===== src/rtl/dmem_mmio_responder.sv =====
// dmem_mmio_responder: MMIO responder on the CPU data-memory bus.
// Decodes a 2^WIN_BITS-byte window at BASE_ADDR and exposes a timer with
// compare interrupt plus a FIFO_DEPTH-entry mailbox FIFO.
// Read data is combinational from registered state. Writes and FIFO pops
// commit on the rising edge of clk_in.
// Optional build macro MMIO_PRESCALER_EN adds a 16-bit PRESCALE register
// at offset 0x14. It divides the timer tick.
module dmem_mmio_responder #(
    parameter logic [31:0] BASE_ADDR  = 32'h0000_1000,
    parameter int unsigned WIN_BITS   = 6,
    parameter int unsigned FIFO_DEPTH = 8
) (
    input  logic        clk_in,
    input  logic        reset,
    input  logic        DM_CS,
    input  logic        DM_R,
    input  logic        DM_W,
    input  logic [31:0] addr,
    input  logic [31:0] wdata,
    output logic [31:0] rdata,
    output logic        hit,
    output logic        irq
);

    localparam int unsigned OFF_W = WIN_BITS - 2;
    localparam int unsigned PTR_W = (FIFO_DEPTH > 1) ? $clog2(FIFO_DEPTH) : 1;
    localparam int unsigned CNT_W = $clog2(FIFO_DEPTH + 1);

    localparam logic [OFF_W-1:0] OFF_CTRL    = OFF_W'(3'd0);
    localparam logic [OFF_W-1:0] OFF_STATUS  = OFF_W'(3'd1);
    localparam logic [OFF_W-1:0] OFF_COUNT   = OFF_W'(3'd2);
    localparam logic [OFF_W-1:0] OFF_COMPARE = OFF_W'(3'd3);
    localparam logic [OFF_W-1:0] OFF_FIFO    = OFF_W'(3'd4);
`ifdef MMIO_PRESCALER_EN
    localparam logic [OFF_W-1:0] OFF_PRESC   = OFF_W'(3'd5);
`endif

    // Bus decode
    logic             sel_s;
    logic             rd_s;
    logic             wr_s;
    logic [OFF_W-1:0] off_s;

    // Per-register strobes
    logic wr_ctrl_s;
    logic wr_status_s;
    logic wr_count_s;
    logic wr_compare_s;
    logic push_s;
    logic pop_s;
    logic wr_presc_s;

    // Control / timer state
    logic        ten_r;
    logic        ie_r;
    logic        ar_r;
    logic        pend_r;
    logic        ovf_r;
    logic [31:0] count_r;
    logic [31:0] compare_r;
    logic        tick_s;
    logic        match_s;

    // Mailbox FIFO state
    logic [31:0]      mem_r [FIFO_DEPTH];
    logic [PTR_W-1:0] head_r;
    logic [PTR_W-1:0] tail_r;
    logic [CNT_W-1:0] fill_r;
    logic             empty_s;
    logic             full_s;

    logic [31:0] rdata_s;

    // The address is word-granular, so the byte-lane bits carry no meaning.
    logic unused_s;
    assign unused_s = ^addr[1:0];

    assign sel_s   = DM_CS & (addr[31:WIN_BITS] == BASE_ADDR[31:WIN_BITS]);
    assign rd_s    = sel_s & DM_R & ~DM_W;
    assign wr_s    = sel_s & DM_W;
    assign off_s   = addr[WIN_BITS-1:2];
    assign empty_s = (fill_r == {CNT_W{1'b0}});
    assign full_s  = (fill_r == CNT_W'(FIFO_DEPTH));
    assign match_s = tick_s & (count_r == compare_r);

    // Turn the decoded offset into one strobe per register.
    always_comb begin
        wr_ctrl_s    = 1'b0;
        wr_status_s  = 1'b0;
        wr_count_s   = 1'b0;
        wr_compare_s = 1'b0;
        push_s       = 1'b0;
        pop_s        = 1'b0;
        wr_presc_s   = 1'b0;
        case (off_s)
            OFF_CTRL:    wr_ctrl_s    = wr_s;
            OFF_STATUS:  wr_status_s  = wr_s;
            OFF_COUNT:   wr_count_s   = wr_s;
            OFF_COMPARE: wr_compare_s = wr_s;
            OFF_FIFO: begin
                push_s = wr_s;
                pop_s  = rd_s & ~empty_s;
            end
`ifdef MMIO_PRESCALER_EN
            OFF_PRESC:   wr_presc_s   = wr_s;
`endif
            default:     wr_ctrl_s    = 1'b0;
        endcase
    end

`ifdef MMIO_PRESCALER_EN
    logic [15:0] presc_r;
    logic [15:0] div_r;

    assign tick_s = ten_r & (div_r == presc_r);

    // Divider: counts 0..PRESCALE. It restarts when the timer is off or the
    // divisor is rewritten, so a new divisor takes effect from a clean phase.
    always_ff @(posedge clk_in) begin
        if (!reset) begin
            presc_r <= 16'd0;
            div_r   <= 16'd0;
        end else begin
            if (wr_presc_s) begin
                presc_r <= wdata[15:0];
            end
            if (!ten_r || wr_presc_s) begin
                div_r <= 16'd0;
            end else if (div_r == presc_r) begin
                div_r <= 16'd0;
            end else begin
                div_r <= div_r + 16'd1;
            end
        end
    end
`else
    assign tick_s = ten_r;
`endif

    // Control register, timer counter/compare, and the PEND flag. A new
    // match beats a simultaneous write-1-to-clear of PEND.
    always_ff @(posedge clk_in) begin
        if (!reset) begin
            ten_r     <= 1'b0;
            ie_r      <= 1'b0;
            ar_r      <= 1'b0;
            count_r   <= 32'd0;
            compare_r <= 32'hFFFF_FFFF;
            pend_r    <= 1'b0;
        end else begin
            if (wr_ctrl_s) begin
                ten_r <= wdata[0];
                ie_r  <= wdata[1];
                ar_r  <= wdata[2];
            end
            if (wr_compare_s) begin
                compare_r <= wdata;
            end
            if (wr_count_s) begin
                count_r <= wdata;
            end else if (match_s && ar_r) begin
                count_r <= 32'd0;
            end else if (tick_s) begin
                count_r <= count_r + 32'd1;
            end
            if (match_s) begin
                pend_r <= 1'b1;
            end else if (wr_status_s && wdata[0]) begin
                pend_r <= 1'b0;
            end
        end
    end

    // FIFO pointers, fill count, and the sticky overflow flag. A push into a
    // full FIFO is dropped and only sets OVF.
    always_ff @(posedge clk_in) begin
        if (!reset) begin
            head_r <= {PTR_W{1'b0}};
            tail_r <= {PTR_W{1'b0}};
            fill_r <= {CNT_W{1'b0}};
            ovf_r  <= 1'b0;
        end else begin
            if (push_s) begin
                if (!full_s) begin
                    tail_r <= tail_r + PTR_W'(1'b1);
                    fill_r <= fill_r + CNT_W'(1'b1);
                end
            end else if (pop_s) begin
                head_r <= head_r + PTR_W'(1'b1);
                fill_r <= fill_r - CNT_W'(1'b1);
            end
            if (push_s && full_s) begin
                ovf_r <= 1'b1;
            end else if (wr_status_s && wdata[3]) begin
                ovf_r <= 1'b0;
            end
        end
    end

    // FIFO storage. It has no reset because the pointers define which entries are valid.
    always_ff @(posedge clk_in) begin
        if (push_s && !full_s) begin
            mem_r[tail_r] <= wdata;
        end
    end

    // Combinational read mux. It returns zero outside the window so the top level can OR this with dmem.
    always_comb begin
        rdata_s = 32'd0;
        if (sel_s) begin
            case (off_s)
                OFF_CTRL:    rdata_s = {29'd0, ar_r, ie_r, ten_r};
                OFF_STATUS:  rdata_s = {23'd0, 5'(fill_r), ovf_r, full_s, empty_s, pend_r};
                OFF_COUNT:   rdata_s = count_r;
                OFF_COMPARE: rdata_s = compare_r;
                OFF_FIFO: begin
                    if (empty_s) begin
                        rdata_s = 32'd0;
                    end else begin
                        rdata_s = mem_r[head_r];
                    end
                end
`ifdef MMIO_PRESCALER_EN
                OFF_PRESC:   rdata_s = {16'd0, presc_r};
`endif
                default:     rdata_s = 32'd0;
            endcase
        end else begin
            rdata_s = 32'd0;
        end
    end

    assign rdata = rdata_s;
    assign hit   = sel_s;
    assign irq   = pend_r & ie_r;

endmodule


===== config.mk =====
export PLATFORM = sky130hd
export DESIGN_NAME = dmem_mmio_responder
export DESIGN_NICKNAME = d
export VERILOG_FILES = /design/src/rtl/dmem_mmio_responder.sv
export SDC_FILE = /design/constraint.sdc
export NUM_CORES = 1
export LEC_CHECK = 0
export ABC_AREA = 1
export CORE_ASPECT_RATIO = 0.5
export CORE_MARGIN = 1.5
export CORE_UTILIZATION = 54
export CTS_CLUSTER_SIZE = 16
export DETAILED_ROUTE_END_ITERATION = 12
export PLACE_DENSITY = 0.86
export SLEW_MARGIN = 20
export SYNTH_ARGS = -nofsm -noshare
export SYNTH_HDL_FRONTEND = slang
export SYNTH_SLANG_ARGS = --single-unit

===== constraint.sdc =====
create_clock -name clk_in -period 4.5 [get_ports clk_in]
set_clock_uncertainty 0.2 [all_clocks]
set_input_delay 0.675 -clock clk_in [delete_from_list [all_inputs] [get_ports clk_in]]
set_output_delay 0.675 -clock clk_in [all_outputs]
set_load 0.01 [all_outputs]

==> metrics.md <==
| Metric | Value |
|---|---|
| Status | finished, final reports clean |
| Worst-Margin Slew | slightly below 0.9 ns |
| Post-DP HPWL | 27.6 mm |
| Max-slew headroom | about two fifths |
| Reg2Reg Depth | 9 |
| Max_cap viols | 0 |
| Top_reg_cell synth | edfxtp_1 |
| Synthesis-stage register bit count | 338 |
| Global-route wire length before repair | 66.3 mm |
| Switching power | 1.22 mW |
| Initial antenna violation count | 2 |
| Peak supply drop | 0.322 mV |
| Area of the mapped netlist | 15900 um2 |
| Pleak | 6.38 nW |
| Post_cts resized | 0 |
| Initial Util | 54.7% |
| CTS tree | yes |
| CTS root buf | clkbuf_16 |
| Delay-heaviest family, CP | buffers and inverters |
| Combinational Power Share | 2.8% |
| Total grt overflow | 0 |
| Critical path peak fanout | 37 |
| Chip width | 245 um |
| Sink Count | around 340 |
| Clock power share | around two fifths |
| Fin. Hold Viols | 0 |
| Share of cells above drive strength 1 | 6.67% |
| Cell with the most instances after synthesis | nand2_1 |
| Placer Congestion | 0.970 |
| Die ar. | 30500 um2 |
| Crit path depth | 7 |
| PD cells | around 330 nW/um2 |
| Worst-Skew Late Latency | roughly 0.57 ns |
| Router iterations before antenna repair | 5 |
| Setup CP Type | reg -> out |
| Unrepaired setup endpoints after global routing | false |
| Register area share after synthesis | 58.8% |
| Syn Nets | roughly 1700 |
| Synth top area share | 48.5% |
| Ys async rst share | 0% |
| Number of global-route vias before repair | ~12000 |
| Final count of pins violating max slew | 0 |
| Fmax | 237 MHz |
| Cts bufs inserted | 29 |
| Setup crit end | rdata[3] |
| Sw Share | 20.4% |
| Post-Synthesis Cells | 1641 |
| Port-buffer cells | 100 |
| Largest net degree at the start of global routing | between 100 and 150 |
| CP max stage cell | clkdlybuf4s50_1 |
| GRT Total Usage | 28.6% |
| Crit end category | output port |
| H-tree Lvls | 1 |
| Cell Area, Placed | between 15000 and 20000 um2 |
| Yosys warnings | 0 |
| R2r setup slk | 1.68 ns |
| Clock Pin Slew Worst Setup and Hold Paths | 0.07 ns |
| Post-CTS Hold Buffers | 0 |
| Post-route cell area | ~18000 um2 |
| WP buf/inv | 3 |
| Class of the worst hold path | in -> reg |
| Post-CTS Setup Repair Bufs | 0 |
| CP Cell Sequence | inv_2 > buf_4 > nor2_1 > o32ai_1 > o211ai_1 > a21oi_1 > clkdlybuf4s50_1 |
| Post-layout minimum cycle time | 4.23 ns |
| Fin crit share | 93.9% |
| Vias per cell | 6.06 |
| Largest area contributor in the netlist | edfxtp_1 |
| DRC Markers | 0 |
| Data required, critical path | about 3.6 ns |
| Cell-internal power | 4.77 mW |
| Seq pwr share | 55.8% |
| Synthesis-to-layout area growth | 14.2% |
| Number of enable flip-flop cells after synthesis | 256 |
| Synth top area cells | edfxtp_1 48%, dfxtp_1 10%, nand2_1 6.6% |
| Synth cell types | 47 |
| Crit path launch type | flip-flop |
| Final setup fails | 0 |
| Crit Reg-Reg Startpoint | ten_r$_SDFFE_PN0P_ |
| I/O pin total | around 100 |
| NumNets Final | approximately 1800 |
| Mean routed wirelength per cell | slightly above 20 um |
| Reg2reg end | count_r[20]$_SDFFE_PN0P_ |
| Core ar. | 29000 um2 |
| Routed Antenna Nets | 0 |
| DR vias | about 13000 |
| Syn avg cell area | about 9.7 um2 |
| Die Span Y | 124 um |
| Slowest stage delay, CP | 0.58 ns |
| CP arrival | 3.35 ns |
| Iteration-0 DRC Markers | 1629 |
| Final wirelength | 43.9 mm |
| Final setup TNS | 0 ns |
| Num rows | 44 |
| Commonest cells post-synth | 278 x nand2_1, 256 x edfxtp_1, 198 x nor2_1 |
| CTS Buffer Depth | 3 |
## routing by layer
metal	share of wire [%]	vias to the layer above	GRT usage [%]
met3	14	115	9.76
met4	3.4	0	10.3
met5	0	-	0
li1	-	5869	-
met1	39	6041	38.1
met2	44	820	43.6
## through the flow
stage	hold WS (ns)	setup slack [ns]	util, %	power (mW)	cells
after floorplan	0.229	0.0643	-	3.45	1641
after global placement	0.241	0.499	59.3	3.57	2063
after detailed placement	0.250	0.425	59.3	3.57	2063
after CTS	0.191	0.333	62.5	5.97	2116
after global routing	0.189	0.184	62.5	6.11	2117
final	0.199	0.275	62.5	5.99	2119
## state kept, by name, summed over array words and instances (netlist names), named ones only
| signal | flops |
|---|---|
| ar_r | 1 |
| head_r | 3 |
| mem_r | 256 |
| fill_r | 4 |
| ie_r | 1 |
| pend_r | 1 |
| compare_r | 32 |
| ten_r | 1 |
| ovf_r | 1 |
| count_r | 32 |
| tail_r | 3 |
## how the worst min path moves through the flow
| stage | depth (start not counted) | slack [ns] | from | end |
|---|---|---|---|---|
| 2_1_floorplan | 2 | 0.23 | compare_r[5]$_SDFFE_PN1P_ | compare_r[5]$_SDFFE_PN1P_ |
| 3_3_place_gp | 2 | 0.24 | compare_r[5]$_SDFFE_PN1P_ | compare_r[5]$_SDFFE_PN1P_ |
| 3_5_place_dp | 2 | 0.25 | compare_r[5]$_SDFFE_PN1P_ | compare_r[5]$_SDFFE_PN1P_ |
| 4_1_cts | 2 | 0.19 | reset | compare_r[28]$_SDFFE_PN1P_ |
| 5_1_grt | 2 | 0.19 | reset | compare_r[28]$_SDFFE_PN1P_ |
| 6_report | 2 | 0.20 | reset | compare_r[28]$_SDFFE_PN1P_ |
## power by group through the flow
stage | logic [mW] | clock network [mW] | registers [mW]
floorplan | 0.0366 | 0 | 3.42
finish | 0.166 | 2.48 | 3.35
global route | 0.173 | 2.59 | 3.34
detailed placement | 0.158 | 0 | 3.41
CTS | 0.159 | 2.47 | 3.35
global placement | 0.155 | 0 | 3.41
## logic make-up (layout without fill, tap and decap cells)
family	after synthesis	count (layout)	synth area share, %
AO/OA/AOI/OAI	333	333	12.6
other	0	3	0
XOR/XNOR	12	12	0.663
flip-flops	338	338	58.8
AND/OR/NAND/NOR	660	660	18.3
adder cells (fa/ha/maj)	6	6	0.521
multiplexers	38	38	2.40
buffers and inverters	254	338	6.66
## placed cells by master, fill, tap and decap left out, types with 10 or more instances in the layout
| master | n |
|---|---|
| a21oi_1 | 55 |
| o211ai_1 | 55 |
| o22ai_1 | 25 |
| clkdlybuf4s50_1 | 99 |
| clkbuf_16 | 29 |
| buf_4 | 18 |
| nand4_1 | 35 |
| mux2i_1 | 38 |
| inv_1 | 149 |
| nand2_1 | 278 |
| nor3_2 | 10 |
| edfxtp_1 | 256 |
| nor2_1 | 198 |
| o21ai_0 | 124 |
| dfxtp_1 | 80 |
| nor3_1 | 13 |
| inv_2 | 10 |
| a31oi_1 | 25 |
| o221ai_1 | 22 |
| o21ai_1 | 13 |
| nand3_1 | 95 |
## final cells by class
| type | count | area, um2 |
|---|---|---|
| Clock buffer | 37 | 756 |
| Inverter | 162 | 609 |
| Fill cell | 2183 | 10900 |
| Sequential cell | 338 | 9340 |
| Multi-Input combinational cell | 1049 | 5510 |
| Clock inverter | 16 | 165 |
| Antenna cell | 3 | 7.51 |
| Timing Repair Buffer | 123 | 1230 |
| Tap cell | 391 | 489 |
Power figures use the tool's default switching activity.
